`src/rtl/hazard_stall_ctrl.sv`:
```
// hazard_stall_ctrl: scoreboard-based RAW hazard detection that stalls fetch and issues NOP bubbles
module hazard_stall_ctrl #(
  parameter int          DEPTH = 3,
  parameter logic [31:0] NOP   = 32'h0000_0000
) (
  input  logic        clk,
  input  logic        rst,
  input  logic [31:0] InstrIn,
  input  logic        InstrValid,
  output logic [31:0] InstrOut,
  output logic        Stall,
  output logic        Busy,
  output logic [15:0] BubbleCount
);
  typedef enum logic {RUN, STALL} state_t;
  state_t                state;
  logic [DEPTH-1:0]      sb_v;
  logic [DEPTH-1:0][4:0] sb_reg;
  logic [15:0]           bubble_count;
  logic [4:0]            rd, rs1, rs2;
  logic                  itype, writes, hazard;
  assign rd     = InstrIn[25:21];
  assign rs1    = InstrIn[20:16];
  assign rs2    = InstrIn[15:11];
  assign itype  = InstrIn[29];
  assign writes = InstrValid && InstrIn != NOP && rd != 5'd0;
  // a used nonzero source matching any valid in-flight destination is a RAW hazard
  always_comb begin
    hazard = 1'b0;
    for (int k = 0; k < DEPTH; k++)
      hazard = hazard | (sb_v[k] & ((rs1 != 5'd0 && sb_reg[k] == rs1) | (!itype && rs2 != 5'd0 && sb_reg[k] == rs2)));
    hazard = hazard & InstrValid & rst;
  end
  assign Stall       = hazard;
  assign InstrOut    = (rst && InstrValid && !hazard) ? InstrIn : NOP;
  assign Busy        = state == STALL;
  assign BubbleCount = bubble_count;
  // shift the scoreboard one stage, track stall state and count inserted bubbles
  always_ff @(posedge clk or negedge rst) begin
    if (!rst) begin
      sb_v         <= '0;
      sb_reg       <= '0;
      state        <= RUN;
      bubble_count <= '0;
    end else begin
      sb_v         <= {sb_v[DEPTH-2:0], !hazard && writes};
      sb_reg       <= {sb_reg[DEPTH-2:0], rd};
      state        <= hazard ? STALL : RUN;
      bubble_count <= (hazard && bubble_count != 16'hFFFF) ? bubble_count + 16'd1 : bubble_count;
    end
  end
endmodule

```
`config.mk`:
```
export PLATFORM = sky130hd
export DESIGN_NAME = hazard_stall_ctrl
export DESIGN_NICKNAME = d
export VERILOG_FILES = /design/src/rtl/hazard_stall_ctrl.sv
export SDC_FILE = /design/constraint.sdc
export NUM_CORES = 1
export LEC_CHECK = 0
export CAP_MARGIN = 20
export CORE_AREA = 10 10 77 79
export DETAILED_ROUTE_END_ITERATION = 8
export DIE_AREA = 0 0 87 89
export MAX_ROUTING_LAYER = met4
export PLACE_DENSITY = 0.79
export SLEW_MARGIN = 20
export SYNTH_ARGS = -nofsm -noshare
export SYNTH_HDL_FRONTEND = slang
export SYNTH_SLANG_ARGS = --single-unit
```
`constraint.sdc`:
```
create_clock -name clk -period 3.55 [get_ports clk]
set_input_delay 0.71 -clock clk [delete_from_list [all_inputs] [get_ports clk]]
set_output_delay 0.71 -clock clk [all_outputs]
set_load 0.05 [all_outputs]
```
==> run metrics <==
number of maximum-capacitance violations=0; final count of negative-setup-slack endpoints=0; most frequently used cell type in the post-synthesis netlist=sky130_fd_sc_hd__dfrtp_1; worst path cell trace=clkdlybuf4s50_1 -> nor2_1 -> a21oi_1 -> and4_1 -> o21ai_4 -> nand2_4 -> nor2_4 -> buf_12 -> and2_1 -> buf_12; Cell Pwr Density=315 nW/um2; dominant register cell in the synthesized netlist=sky130_fd_sc_hd__dfrtp_1; area share of the leading cell type in the synthesized netlist=45.1%; area growth from synthesis to final layout=80.6%; largest net degree at the start of global routing=38; worst-case setup slack after placement=-0.0807 ns; initial antenna violation count=0; die footprint=7740 um2; Top Ports=85; DIE HEIGHT=89 um; flip-flop count of the largest register, all copies and words added=16; core utilization of the finished layout=77.4%; vias after detailed routing=1734; cell class contributing the biggest share of worst-path delay=buffers and inverters; met2 demand-to-capacity share in global routing=27.4%; internal power component=739 uW; clk_lat worst skew=0.29 ns; Chip Width=87 um; post-placement cell count=329; distinct cell type count of the synthesized netlist=32; synthesized netlist net count=221; count of final max-slew check failures=0; GRT Max-Usage Layer=met2; Clock Sink Count=35; mean post-synth cell area=10.5 um2; cell type with the largest total area after synthesis=sky130_fd_sc_hd__dfrtp_1; global-route wire length before repair=9.96 mm; iteration-0 DRC count of the detailed router=108; path category of the worst min-delay check=register to register; number of endpoints with negative hold slack in the final report=0; Clock Power Share=25.0%; category of the critical setup timing path=input port to output pin; share of total power in combinational logic=34.4%; sequential share of power=40.6%; Clock Skews=0.00752 ns; maximum ir drop on the vdd rail=301 uV; largest fanout on the critical path=8; global-route congestion overflow total=0; minimum clock period after layout=3.52 ns; standard-cell rows=25; switching component of the power=366 uW; fraction of the cycle the final worst path needs=99.1%; largest stage delay on the critical path=0.61 ns; endpoint kind of the worst setup timing path=output pin; number of levels the H-tree was split into=2; Data arrival, critical path=2.81 ns; Global Route Usage Sum=17.0%; Buf/Inv on CP=3; proportion of synthesized chip area in sequential cells=45.1%; fraction of power spent switching nets=33.1%; number of warnings printed during yosys synthesis=0; Worst path slowest cell=sky130_fd_sc_hd__clkdlybuf4s50_1; Final Wtd Congestion=0.846; share of final-layout standard cells stronger than drive strength 1=30.3%; Vias per Instance=5.04; ranking of synthesized cells by area=sky130_fd_sc_hd__dfrtp_1, sky130_fd_sc_hd__xnor2_1, sky130_fd_sc_hd__and2_1; M3 GR Usage=5.38%; kind of launch point of the worst setup path=input port; placed wire-length estimate after detailed placement=4.42 mm; fill cell total of the finished layout=277; Required @ worst endpoint=2.84 ns; DRC errors left=0; TritonCTS clock tree=done; post-cts hold buffer count=0; Post-synth ARST share=100%; antenna-violating nets left=0; Max Clk Rate=0.284 GHz; maximum clock path buffer count=2; number of search-and-repair iterations in the first detailed-routing pass=4; final worst setup slack=0.0316 ns; number of global-route vias before repair=1920; most numerous cell types in the synthesized netlist=sky130_fd_sc_hd__dfrtp_1, sky130_fd_sc_hd__and2_1, sky130_fd_sc_hd__xnor2_1; cell type with the highest occurrence count on the critical path=sky130_fd_sc_hd__buf_12; setup tns final=0 ns; outcome=completed; master cell of the clock root buffer=sky130_fd_sc_hd__clkbuf_8; EDFF count, synth=0; clock-pin slew of the registers on the worst-case setup and hold paths=0.07 ns; worst slew slack as a fraction of its limit=63.7%; standby leakage power=1.48 nW; post-layout net count=325; met1 usage=19.4%; # port buffers=84; final WL=6.29 mm; Layout Cells excl Fill=344; number of cells produced by synthesis=185; number of storage elements in the synthesis netlist=35; smallest hold slack=0.413 ns; Placeable Area=4540 um2; routed length per instance=18.3 um; number of buffers inserted during clock tree synthesis=5; area of the mapped netlist=1940 um2; final antenna diode count=0; slew at the pin closest to its max-slew limit=0.537 ns; effective utilization at floorplan=42.8%
==> area by class of cell <==
| class | instances | area, um2 | share of cell area [%] |
|---|---|---|---|
| clock buffers | 7 | 76.3 | 2.18 |
| clock inverters | 1 | 5.00 | 0.143 |
| well taps | 54 | 67.6 | 1.93 |
| flip-flops and latches | 35 | 876 | 25.0 |
| repair buffers | 99 | 1340 | 38.1 |
| inverters | 1 | 3.75 | 0.107 |
| multi-input cells | 147 | 1140 | 32.6 |
==> power by group through the flow <==
stage | sequential, mW | combinational [mW] | clock [mW]
floorplan | 0.486 | 0.136 | 0
global placement | 0.453 | 0.344 | 0
detailed placement | 0.454 | 0.348 | 0
CTS | 0.447 | 0.368 | 0.280
global route | 0.452 | 0.402 | 0.299
finish | 0.449 | 0.381 | 0.276
==> metal layers <==
metal | wire, um | share of wire, %
met1 | 2680 | 43
met2 | 3040 | 48
met3 | 432 | 6.9
met4 | 137 | 2.2
met5 | 0 | 0
==> worst reg2reg max path, stage by stage (launching register included) <==
cell,delay [ns]
sky130_fd_sc_hd__dfrtp_1,0.42
sky130_fd_sc_hd__xor2_2,0.16
sky130_fd_sc_hd__nor4_2,0.30
sky130_fd_sc_hd__a32oi_1,0.15
sky130_fd_sc_hd__a2bb2oi_2,0.20
sky130_fd_sc_hd__buf_4,0.16
sky130_fd_sc_hd__buf_4,0.13
sky130_fd_sc_hd__a21oi_2,0.42
sky130_fd_sc_hd__mux2_1,0.38
==> repair_timing <==
item,CTS,global route
gates cloned,2,1
endpoints found under the setup margin,32,33
pin swaps,4,8
buffers inserted,4,0
gates resized for setup,11,27
==> cell usage in the layout (no fill, tap or decap), types with 2 or more instances in the layout <==
| cell | n |
|---|---|
| sky130_fd_sc_hd__clkbuf_1 | 2 |
| sky130_fd_sc_hd__nor2_4 | 3 |
| sky130_fd_sc_hd__xor2_1 | 10 |
| sky130_fd_sc_hd__a21oi_1 | 3 |
| sky130_fd_sc_hd__and3_1 | 2 |
| sky130_fd_sc_hd__nand4_1 | 8 |
| sky130_fd_sc_hd__clkbuf_8 | 5 |
| sky130_fd_sc_hd__buf_4 | 12 |
| sky130_fd_sc_hd__clkdlybuf4s50_1 | 42 |
| sky130_fd_sc_hd__and2_4 | 18 |
| sky130_fd_sc_hd__dfrtp_1 | 35 |
| sky130_fd_sc_hd__o21ai_0 | 2 |
| sky130_fd_sc_hd__nor4_2 | 3 |
| sky130_fd_sc_hd__xor2_2 | 4 |
| sky130_fd_sc_hd__nor3_1 | 3 |
| sky130_fd_sc_hd__mux2_1 | 2 |
| sky130_fd_sc_hd__a211oi_1 | 2 |
| sky130_fd_sc_hd__buf_12 | 34 |
| sky130_fd_sc_hd__xnor2_1 | 29 |
| sky130_fd_sc_hd__and2_1 | 16 |
| sky130_fd_sc_hd__nor2_1 | 6 |
| sky130_fd_sc_hd__nand2_1 | 12 |
| sky130_fd_sc_hd__dlymetal6s2s_1 | 8 |
| sky130_fd_sc_hd__nand3_1 | 9 |
==> through the flow <==
step                      total power [mW]  cell area, um2
after floorplan                      0.623            1940
after global placement               0.797            3210
after detailed placement             0.802            3210
after CTS                             1.09            3390
after global routing                  1.15            3510
final                                 1.11            3510
==> cell families (layout without fill, tap and decap cells) <==
group                      after synthesis  count (layout)  synth area share, %
adders and majority gates                1               1                0.644
muxes                                    2               2                 1.16
DFF                                     35              35                 45.1
and+or+nand+nor                         86              88                 26.0
buffers and inverters                    5             108                 2.51
xor gates and xnor gates                43              43                 19.4
AOI/OAI and AO/OA                       13              13                 5.22
==> path summary, 6_finish.rpt <==
check	start	end	slack [ns]	cells after the start
worst max-delay path	InstrIn[14]	InstrOut[14]	0.03	10
worst min-delay path	sb_v[0]	sb_v[1]	0.41	0
worst max register to register	sb_reg[2]	BubbleCount[1]	1.09	8
worst min register to register	sb_v[0]	sb_v[1]	0.41	0
max in group asynchronous	rst	BubbleCount[10]	2.35	2
min in group asynchronous	rst	sb_reg[5]	0.88	2
Note: power is estimated with default switching activity, not from simulation.
